## src/rtl/gate_arbiter.sv

```systemverilog
// Parking barrier arbiter: grants the shared barrier to the entry or exit side,
// sequences the motor and pulses the occupancy counter once a vehicle has passed.
module gate_arbiter #(
    parameter int unsigned OPEN_CYCLES  = 4,
    parameter int unsigned PASS_TIMEOUT = 16,
    parameter int unsigned CLOSE_CYCLES = 4
) (
    input  logic       clk,
    input  logic       reset,
    input  logic       req_in,
    input  logic       req_out,
    input  logic       pass_done,
    input  logic [2:0] count,
    input  logic       lleno,
    output logic       grant_in,
    output logic       grant_out,
    output logic       motor_up,
    output logic       motor_down,
    output logic       gate_is_open,
    output logic       inc,
    output logic       dec,
    output logic       reject,
    output logic [1:0] estado
);

    typedef enum logic [1:0] {
        IDLE    = 2'd0,
        OPENING = 2'd1,
        OPEN    = 2'd2,
        CLOSING = 2'd3
    } state_t;

    state_t     state_q, state_d;
    logic [7:0] timer_q, timer_d;
    logic       grant_in_q, grant_in_d;
    logic       grant_out_q, grant_out_d;
    logic       last_in_q, last_in_d;
    logic       req_in_prev_q;
    logic       motor_up_q, motor_down_q, open_q;
    logic       inc_q, inc_d, dec_q, dec_d, reject_q;
    logic       vin, vout;

    assign vin  = req_in & ~lleno;
    assign vout = req_out & (count != 3'd0);

    // Outputs like the motor drives are derived from the next state so that
    // they are registered yet line up with the state they belong to.
    always_comb begin
        state_d     = state_q;
        timer_d     = timer_q + 8'd1;
        grant_in_d  = grant_in_q;
        grant_out_d = grant_out_q;
        last_in_d   = last_in_q;
        inc_d       = 1'b0;
        dec_d       = 1'b0;

        case (state_q)
            IDLE: begin
                if (vin && (!vout || !last_in_q)) begin
                    grant_in_d = 1'b1;
                    last_in_d  = 1'b1;
                    state_d    = OPENING;
                end else if (vout) begin
                    grant_out_d = 1'b1;
                    last_in_d   = 1'b0;
                    state_d     = OPENING;
                end
            end
            OPENING: begin
                if (timer_q == 8'(OPEN_CYCLES - 1)) state_d = OPEN;
            end
            OPEN: begin
                // A pass in the last timeout cycle still counts the vehicle.
                if (pass_done) begin
                    inc_d   = grant_in_q;
                    dec_d   = grant_out_q;
                    state_d = CLOSING;
                end else if (timer_q == 8'(PASS_TIMEOUT - 1)) begin
                    state_d = CLOSING;
                end
            end
            CLOSING: begin
                if (timer_q == 8'(CLOSE_CYCLES - 1)) begin
                    state_d     = IDLE;
                    grant_in_d  = 1'b0;
                    grant_out_d = 1'b0;
                end
            end
            default: state_d = IDLE;
        endcase

        if (state_d != state_q || state_q == IDLE) timer_d = 8'd0;
    end

    always_ff @(posedge clk) begin
        if (reset) begin
            state_q       <= IDLE;
            timer_q       <= 8'd0;
            grant_in_q    <= 1'b0;
            grant_out_q   <= 1'b0;
            last_in_q     <= 1'b1;
            req_in_prev_q <= 1'b0;
            motor_up_q    <= 1'b0;
            motor_down_q  <= 1'b0;
            open_q        <= 1'b0;
            inc_q         <= 1'b0;
            dec_q         <= 1'b0;
            reject_q      <= 1'b0;
        end else begin
            state_q       <= state_d;
            timer_q       <= timer_d;
            grant_in_q    <= grant_in_d;
            grant_out_q   <= grant_out_d;
            last_in_q     <= last_in_d;
            req_in_prev_q <= req_in;
            motor_up_q    <= (state_d == OPENING);
            motor_down_q  <= (state_d == CLOSING);
            open_q        <= (state_d == OPEN);
            inc_q         <= inc_d;
            dec_q         <= dec_d;
            reject_q      <= req_in & ~req_in_prev_q & lleno;
        end
    end

    assign grant_in     = grant_in_q;
    assign grant_out    = grant_out_q;
    assign motor_up     = motor_up_q;
    assign motor_down   = motor_down_q;
    assign gate_is_open = open_q;
    assign inc          = inc_q;
    assign dec          = dec_q;
    assign reject       = reject_q;
    assign estado       = state_q;

endmodule

```

## config.mk

```make
export PLATFORM = sky130hd
export DESIGN_NAME = gate_arbiter
export DESIGN_NICKNAME = d
export VERILOG_FILES = /design/src/rtl/gate_arbiter.sv
export SDC_FILE = /design/constraint.sdc
export NUM_CORES = 1
export LEC_CHECK = 0
export ABC_CLOCK_PERIOD_IN_PS = 3900
export BUFFER_PORTS_ARGS = -buffer_cell sky130_fd_sc_hd__buf_2
export CORE_MARGIN = 10
export CORE_UTILIZATION = 55
export DETAILED_ROUTE_END_ITERATION = 10
export PLACE_DENSITY = 0.91
export SLEW_MARGIN = 20
export SYNTH_ARGS = -nofsm -noshare
export SYNTH_HDL_FRONTEND = slang
export SYNTH_SLANG_ARGS = --single-unit
```

## constraint.sdc

```tcl
create_clock -name clk -period 3.9 [get_ports clk]
set_input_delay 0.78 -clock clk [delete_from_list [all_inputs] [get_ports clk]]
set_output_delay 0.78 -clock clk [all_outputs]
set_load 0.005 [all_outputs]
```

==> results.yml, run 1 <==
detailed_routing:
  drc: 0
  wl_um: 2236
  drtAntennaViolNets: 0
  drt_iter0_markers: 40
  post_drt_via_cell_ratio: 5.743
  vias: 873
  dr.pass1.iters: 4
  wl_per_cell_um: 14.71
logic_synthesis:
  seq_area_frac_synth: 0.4030
  avgSynthCellArea_um2: 9.199
  synthFlopType: "dfxtp_1"
  netlist_instances: 108
  synth.distinct_cells: 35
  synth_top_area_frac: 0.4030
  ys_ff_latch: 20
  synth_edf_count: 0
  async_reset_ff_frac: 0
  ys_warn_count: 0
  synthesis.nets: 123
  netlist_area_um2: 993.5
  synth.area.top_cells: "dfxtp_1 40%, ha_1 7.6%, nor3_1 4.5%, xnor2_1 3.5%, a21oi_1 3.0%"
  yosysTopAreaCell: "dfxtp_1"
timing:
  worst_slew_pin_slew_ps: 401.7
  final_hold_viol_count: 0
  slew_violations: 0
  layout_min_cycle_time_ps: 2030
  fmax_ghz: 0.4927
  final.setup.tns_ps: 0
  slew_headroom: 0.7302
  fin_crit_sh: 0.5204
  setup_viol_count_final: 0
  rsz0062_at_grt: "no"
  fin_skew_ps: 2.370
final_layout:
  final_cell_mix: "20 x dfxtp_1, 18 x buf_2, 9 x nor3_1"
  final_util: 0.6543
  drive_gt1_frac: 0.2205
  largest-register: "timer_q"
  final_nets: 144
  largest_reg_flops: 8
  num_antenna_cells: 0
  synthToLayoutAreaGrowth_pct: 13.73
  instances_no_fill: 152
  final_common_cell: "dfxtp_1"
grt:
  grt_pass1_vias: 908
  grt_pass1_wl_um: 3905
  gr-total-overflow: 0
  grt_max_degree: 13
  gr-usage-all-layers: 0.1161
  antenna_found_initial: 0
die:
  rows: 15
  coreArea_um2: 1727
  ioPinCount: 19
  die_area_um2: 3906
  die_y_um: 62.50
  dieWidth_um: 62.50
  start_util: 0.5754
status:
  outcome: "finished clean"
clock_network:
  clockRootBuffer: "clkbuf_4"
  cts_num_sinks: 20
  cts_tree: "done"
  clk_pin_slew_ps: 100
  cts_hold_buf: 0
  cts_max_path_buffers: 2
  cts_made_buffers: 3
  htreeDepth: 1
  post_cts_resized: 0
  insertion_delay_ps: 300
  postCtsSetupRepairBufs: 0
place:
  dp_cells: 149
  gp_congestion: 0.8814
  port_buffers: 18
  hpwl_um: 1710
worst_hold_path:
  hp-class: "reg2reg"
critical_path:
  crit_type: "reg2reg"
  worstPathCellList: "inv_1 -> ha_1 -> a21oi_1 -> and3_1 -> a31oi_1 -> a32o_2 -> nor3_1"
  worstSetupStartpointType: "flip-flop"
  arrival_ps: 2250
  cpPeakStageDelay_ps: 460
  cp_max_fo: 8
  crit_path_end_kind: "flip-flop"
  required_ps: 4120
  cp_slowest_cell: "dfxtp_1"
pwr:
  p_total_uw: 393.9
  p_per_area_nw_per_um2: 348.7
  vdd_drop_max_mv: 0.2520
  power_leakage_uw: 0.0004755
run:
  maxCapViolCount: 0
## metrics by stage
stage	cell area, µm²	worst slack [ps]	hold slack (ps)
5_1_grt	1130	1709	513.9
2_1_floorplan	993.5	1954	433.1
3_5_place_dp	1107	1703	480.2
3_3_place_gp	1107	1795	447.1
6_report	1130	1870	480.9
4_1_cts	1130	1872	493.7
## synthesized netlist by cell type, drive strengths merged (3+ instances only)
cell,n
nor3b,5
a21oi,6
ha,6
dfxtp,20
nor3,9
o21ai,4
nand3,4
nor2b,3
nand2,8
xnor2,4
nor2,8
## report_power, final
group / internal (µW) / switching, µW
Sequential: 213 / 7.71
Clock: 36.1 / 60.5
Combinational: 32.7 / 43.5
## final cells by class
type / instances / area, µm²
fillers: 147 / 596.8
multi-input cells: 84 / 578.1
flip-flops and latches: 20 / 400.4
repair buffers: 18 / 90.09
well taps: 25 / 31.28
clock buffers: 3 / 22.52
inverters: 2 / 7.507
## kinds of logic (layout without fill, tap and decap cells)
| logic type | count (synthesis) | after routing | share of synthesized area |
|---|---|---|---|
| and+or+nand+nor | 47 | 47 | 0.2733 |
| AOI/OAI and AO/OA | 25 | 25 | 0.1801 |
| DFF | 20 | 20 | 0.4030 |
| adders and majority gates | 6 | 6 | 0.07556 |
| xor gates and xnor gates | 6 | 6 | 0.05290 |
| buffers and inverters | 4 | 23 | 0.01512 |
## per-layer routing
| layer | vias up | global-route usage | routed length (µm) |
|---|---|---|---|
| met5 | - | 0 | 0 |
| met4 | 0 | 0.05028 | 46 |
| met3 | 7 | 0.03047 | 161 |
| met2 | 36 | 0.2051 | 1132 |
| met1 | 401 | 0.1265 | 896 |
| li1 | 429 | - | - |
## final timing paths
check / slack (ps) / end / depth (start not counted) / from
worst max-delay path: 1870 / timer_q[7]$_SDFF_PP0_ / 7 / estado[0]$_SDFF_PP0_
worst min register to register: 480 / timer_q[0]$_SDFF_PP0_ / 1 / timer_q[0]$_SDFF_PP0_
worst min-delay path: 480 / timer_q[0]$_SDFF_PP0_ / 1 / timer_q[0]$_SDFF_PP0_
worst max register to register: 1870 / timer_q[7]$_SDFF_PP0_ / 7 / estado[0]$_SDFF_PP0_
## critical path: cells and delay by family, from the launching register on
kind,cells,cell delay (ps)
flip-flops,1,460
adder cells (fa/ha/maj),1,310
AO/OA/AOI/OAI,3,630
buffers and inverters,1,130
AND/OR/NAND/NOR,2,410
No activity file was read; power rests on OpenSTA's default activity.
==> inputs of run 2 (changes only) <==
--- a/config.mk
+++ b/config.mk
@@ -5,12 +5,12 @@
 export SDC_FILE = /design/constraint.sdc
 export NUM_CORES = 1
 export LEC_CHECK = 0
-export ABC_CLOCK_PERIOD_IN_PS = 3900
+export ABC_CLOCK_PERIOD_IN_PS = 1800
 export BUFFER_PORTS_ARGS = -buffer_cell sky130_fd_sc_hd__buf_2
 export CORE_MARGIN = 10
-export CORE_UTILIZATION = 55
+export CORE_UTILIZATION = 48
 export DETAILED_ROUTE_END_ITERATION = 10
-export PLACE_DENSITY = 0.91
+export PLACE_DENSITY = 0.85
 export SLEW_MARGIN = 20
 export SYNTH_ARGS = -nofsm -noshare
 export SYNTH_HDL_FRONTEND = slang
==> constraint.sdc (replaced) <==
create_clock -name clk -period 1.8 [get_ports clk]
set_input_delay 0.36 -clock clk [delete_from_list [all_inputs] [get_ports clk]]
set_output_delay 0.36 -clock clk [all_outputs]
set_load 0.005 [all_outputs]
==> results.yml, run 2 (same netlist as run 1, synthesis figures left out) <==
status:
  outcome: "finished clean"
timing:
  rsz0062_at_grt: "yes"
  layout_min_cycle_time_ps: 1785
  final_hold_viol_count: 0
  setup_viol_count_final: 0
  worst_slew_pin_slew_ps: 312.2
  fin_skew_ps: 19.84
  slew_violations: 0
  slew_headroom: 0.7896
  fmax_ghz: 0.5601
  fin_crit_sh: 0.9919
worst_hold_path:
  hp-class: "in2reg"
  min_to: "reject$_SDFF_PP0_"
  worstHoldStart: "lleno"
  min_path_cells: 2
grt:
  grt_max_degree: 13
  gr-usage-all-layers: 0.1051
  grt_pass1_wl_um: 3670
  gr-total-overflow: 0
  antenna_found_initial: 0
  grt_pass1_vias: 868
critical_path:
  rr_worst_depth: 7
  reg2reg_from: "timer_q[0]$_SDFF_PP0_"
  cp_max_fo: 4
  arrival_ps: 2050
  r2r_setup_slack_ps: 10
  crit_type: "reg2reg"
  crit_path_end_kind: "flip-flop"
  timing.rr.end: "gate_is_open$_SDFF_PP0_"
  worstSetupStartpointType: "flip-flop"
  required_ps: 2060
detailed_routing:
  vias: 899
  dr.pass1.iters: 4
  wl_per_cell_um: 14.88
  post_drt_via_cell_ratio: 5.448
  wl_um: 2455
  drc: 0
  drt_iter0_markers: 69
  drtAntennaViolNets: 0
clock_network:
  cts_made_buffers: 3
  clk_pin_slew_ps: 130
  cts_max_path_buffers: 2
  clockRootBuffer: "clkbuf_4"
  cts_tree: "done"
  insertion_delay_ps: 320
  htreeDepth: 1
  cts_num_sinks: 20
  cts_hold_buf: 0
pwr:
  p_total_uw: 1051
  vdd_drop_max_mv: 0.5792
  p_per_area_nw_per_um2: 793.7
  power_leakage_uw: 0.0005318
place:
  gp_congestion: 0.8640
  dpl_cell_area_um2: 1140
  hpwl_um: 1686
  port_buffers: 18
die:
  ioPinCount: 19
  rows: 16
  coreArea_um2: 1962
  die_area_um2: 4290
  start_util: 0.5064
  dieWidth_um: 65.50
  die_y_um: 65.50
final_layout:
  num_antenna_cells: 0
  final_cell_mix: "18 x buf_2, 17 x dfxtp_1, 9 x buf_4"
  final_common_cell: "buf_2"
  drive_gt1_frac: 0.4058
  final_nets: 154
  synthToLayoutAreaGrowth_pct: 33.25
  largest_reg_flops: 8
  fill_cells: 171
  largest-register: "timer_q"
  final_cell_area_um2: 1324
run:
  maxCapViolCount: 0
==> run 2: changes by cell type in the layout (fill, tap and decap cells not counted), sizes merged <==
| cell | before | now |
|---|---|---|
| buf | 18 | 28 |
| bufinv | 0 | 1 |
==> run 2: worst max path at each step <==
stage	from	to	slack (ps)	depth (start not counted)
2_1_floorplan	estado[0]$_SDFF_PP0_	timer_q[2]$_SDFF_PP0_	70	7
3_3_place_gp	timer_q[0]$_SDFF_PP0_	motor_up$_SDFF_PP0_	30	6
3_5_place_dp	estado[1]$_SDFF_PP0_	timer_q[7]$_SDFF_PP0_	8	6
4_1_cts	estado[1]$_SDFF_PP0_	timer_q[7]$_SDFF_PP0_	3	7
5_1_grt	timer_q[0]$_SDFF_PP0_	gate_is_open$_SDFF_PP0_	-50	8
6_report	timer_q[0]$_SDFF_PP0_	gate_is_open$_SDFF_PP0_	10	7
==> run 2: metal layers <==
metal | vias up | routed length [µm] | global-route usage
met5 | - | 0 | 0
met3 | 7 | 113 | 0.02881
met4 | 0 | 40 | 0.04278
met1 | 412 | 1015 | 0.1021
li1 | 454 | - | -
met2 | 26 | 1285 | 0.2024
==> run 2: where the power goes <==
part           total (µW)  leakage [µW]  internal, µW  switching, µW
sequential            475      0.000165           461           14.0
clock                 373     0.0000279           225            148
combinational         202      0.000339          90.9            111
total                1050      0.000532           778            273
==> run 2: repair_timing <==
| item | CTS | global route |
|---|---|---|
| endpoints found under the setup margin | 9 | 13 |
| buffers inserted | 0 | 6 |
| resized for setup | 3 | 20 |
| pin swaps | 0 | 8 |
==> run 2: layout make-up <==
class	instances	area [µm²]	share of cell area
multi-input combinational	84	654.4	0.4943
sequential	20	406.6	0.3072
timing repair buffer	28	168.9	0.1276
tap	27	33.78	0.02552
clock inverter	1	30.03	0.02268
clock buffer	3	22.52	0.01701
inverter	2	7.507	0.005671
==> run 2: metrics by stage <==
step | std cells | util | TNS (ps) | setup WS (ps) | hold WS, ps
floorplan | 108 | - | 0 | 74.05 | 433.1
global placement | 155 | 0.5810 | 0 | 27.66 | 446.8
detailed placement | 155 | 0.5810 | 0 | 7.759 | 461.2
CTS | 159 | 0.6122 | 0 | 2.539 | 327.5
global route | 165 | 0.6747 | -268.7 | -52.75 | 341.3
finish | 165 | 0.6747 | 0 | 14.51 | 332.8
==> run 2: worst max-delay path, cell delays in order, from the launching register on <==
cell and delay [ps]:
dfxtp_2 380, ha_4 140, nor3b_4 290, and2_4 220, o21bai_1 70, a211o_1 350
buf_6 130, nor3b_2 150
==> inputs of run 3 (changes only) <==
--- a/config.mk
+++ b/config.mk
@@ -6,7 +6,8 @@
 export NUM_CORES = 1
 export LEC_CHECK = 0
 export ABC_CLOCK_PERIOD_IN_PS = 1800
-export BUFFER_PORTS_ARGS = -buffer_cell sky130_fd_sc_hd__buf_2
+export BUFFER_PORTS_ARGS = -buffer_cell sky130_fd_sc_hd__buf_4
+export CAP_MARGIN = 15
 export CORE_MARGIN = 10
 export CORE_UTILIZATION = 48
 export DETAILED_ROUTE_END_ITERATION = 10
==> results.yml, run 3 (same netlist as run 1, synthesis figures left out) <==
final_layout:
  final_util: 0.6837
  fill_cells: 164
  drive_gt1_frac: 0.3881
  synthToLayoutAreaGrowth_pct: 35.01
  final_nets: 150
  final_common_cell: "buf_4"
  num_antenna_cells: 0
  largest_reg_flops: 8
  final_cell_mix: "24 x buf_4, 17 x dfxtp_1, 8 x nor2_1, 8 x nand2_1, 8 x nor3_1"
  largest-register: "timer_q"
grt:
  grt_max_degree: 13
  antenna_found_initial: 0
  grt_pass1_vias: 865
  grt_pass1_wl_um: 3705
  gr-usage-all-layers: 0.1115
  gr-total-overflow: 0
detailed_routing:
  dr.pass1.iters: 4
  vias: 914
  wl_per_cell_um: 15.91
  wl_um: 2561
  drt_iter0_markers: 40
  post_drt_via_cell_ratio: 5.677
  drtAntennaViolNets: 0
  drc: 0
critical_path:
  timing.rr.end: "motor_up$_SDFF_PP0_"
  cpPeakStageDelay_ps: 410
  reg2reg_from: "estado[1]$_SDFF_PP0_"
  r2r_setup_slack_ps: 20
  worstPathCellList: "inv_1 -> ha_4 -> buf_4 -> o21ai_1 -> o41ai_4 -> a211o_1 -> nor3b_2"
  worstSetupStartpointType: "flip-flop"
  required_ps: 2010
  arrival_ps: 1980
  crit_path_end_kind: "flip-flop"
  cp_max_fo: 5
  rr_worst_depth: 7
  cp_slowest_cell: "dfxtp_4"
  crit_type: "reg2reg"
pwr:
  power_switching_uw: 270.2
  seq_power_share: 0.494
  switching_share: 0.2807
  vdd_drop_max_mv: 0.6108
  combinationalPowerShare: 0.233
  clock_power_share: 0.273
  internal_power_uw: 692.5
  p_per_area_nw_per_um2: 717.8
  power_leakage_uw: 0.0005255
worst_hold_path:
  min_to: "gate_is_open$_SDFF_PP0_"
  worstHoldStart: "reset"
  min_path_cells: 2
  hp-class: "in2reg"
clock_network:
  clockRootBuffer: "clkbuf_4"
  cts_hold_buf: 0
  cts_tree: "done"
  clk_pin_slew_ps: 110
  htreeDepth: 1
  insertion_delay_ps: 310
  cts_made_buffers: 3
  cts_num_sinks: 20
  cts_max_path_buffers: 2
die:
  die_area_um2: 4290
  start_util: 0.5064
  rows: 16
  dieWidth_um: 65.50
  coreArea_um2: 1962
  ioPinCount: 19
  die_y_um: 65.50
timing:
  fin_crit_sh: 0.9874
  layout_min_cycle_time_ps: 1777
  fmax_ghz: 0.5627
  setup_viol_count_final: 0
  setup_ws_ps: 22.74
  final.setup.tns_ps: 0
  hold-worst-slack_ps: 307.1
  worst_slew_pin_slew_ps: 298.6
  rsz0062_at_grt: "yes"
  fin_skew_ps: 3.190
  final_hold_viol_count: 0
  slew_headroom: 0.8007
  slew_violations: 0
place:
  port_buffers: 18
  gp_congestion: 0.8816
  dp_slack_ps: -22.59
  hpwl_um: 1806
run:
  maxCapViolCount: 0
status:
  outcome: "finished clean"
==> run 3: how the worst max path moves through the flow <==
stage / from / to / slack, ps / cells after the start
2_1_floorplan: estado[0]$_SDFF_PP0_ / timer_q[2]$_SDFF_PP0_ / 70 / 7
3_3_place_gp: timer_q[0]$_SDFF_PP0_ / motor_up$_SDFF_PP0_ / 20 / 6
3_5_place_dp: timer_q[0]$_SDFF_PP0_ / motor_up$_SDFF_PP0_ / -20 / 6
4_1_cts: timer_q[4]$_SDFF_PP0_ / motor_up$_SDFF_PP0_ / 7 / 5
5_1_grt: estado[0]$_SDFF_PP0_ / timer_q[4]$_SDFF_PP0_ / -70 / 7
6_report: estado[1]$_SDFF_PP0_ / motor_up$_SDFF_PP0_ / 20 / 7
==> run 3: final cells by class <==
| cell class | count | area [µm²] | area share |
|---|---|---|---|
| clock buffers | 4 | 36.28 | 0.02705 |
| repair buffers | 24 | 180.2 | 0.1343 |
| flip-flops and latches | 20 | 409.1 | 0.3050 |
| multi-input cells | 84 | 674.4 | 0.5028 |
| well taps | 27 | 33.78 | 0.02519 |
| inverters | 2 | 7.507 | 0.005597 |
==> run 3: metrics by stage <==
step           cells  cell area, µm²  total power (µW)
4_1_cts          159            1231             938.4
5_1_grt          161            1341              1007
2_1_floorplan    108           993.5             597.5
3_3_place_gp     155            1185             667.0
3_5_place_dp     155            1185             673.5
6_report         161            1341             962.8
==> run 3: routing by layer <==
layer | up-vias | GRT usage | share of wire
met5 | - | 0 | 0
met4 | 0 | 0.08021 | 0.032
met3 | 7 | 0.03729 | 0.082
met2 | 47 | 0.1951 | 0.50
met1 | 419 | 0.1073 | 0.38
li1 | 441 | - | -
==> run 3: power by group through the flow <==
stage | registers (µW) | logic, µW | clock network, µW
after floorplan | 487 | 111 | 0
after global placement | 484 | 183 | 0
after detailed placement | 485 | 189 | 0
after CTS | 475 | 191 | 272
after global routing | 479 | 245 | 284
final | 476 | 224 | 263
==> run 3: critical path, delay by kind of cell (launching register included) <==
kind	cells	cell delay (ps)
AO/OA/AOI/OAI	3	620
flip-flops	1	410
buffers and inverters	2	270
adder cells (fa/ha/maj)	1	200
AND/OR/NAND/NOR	1	170
==> run 3: what timing repair did <==
| action | 4_1_cts | 5_1_grt |
|---|---|---|
| pin swaps | 0 | 4 |
| gates resized for setup | 4 | 22 |
| setup endpoints to repair | 4 | 12 |
| buffers inserted | 0 | 2 |
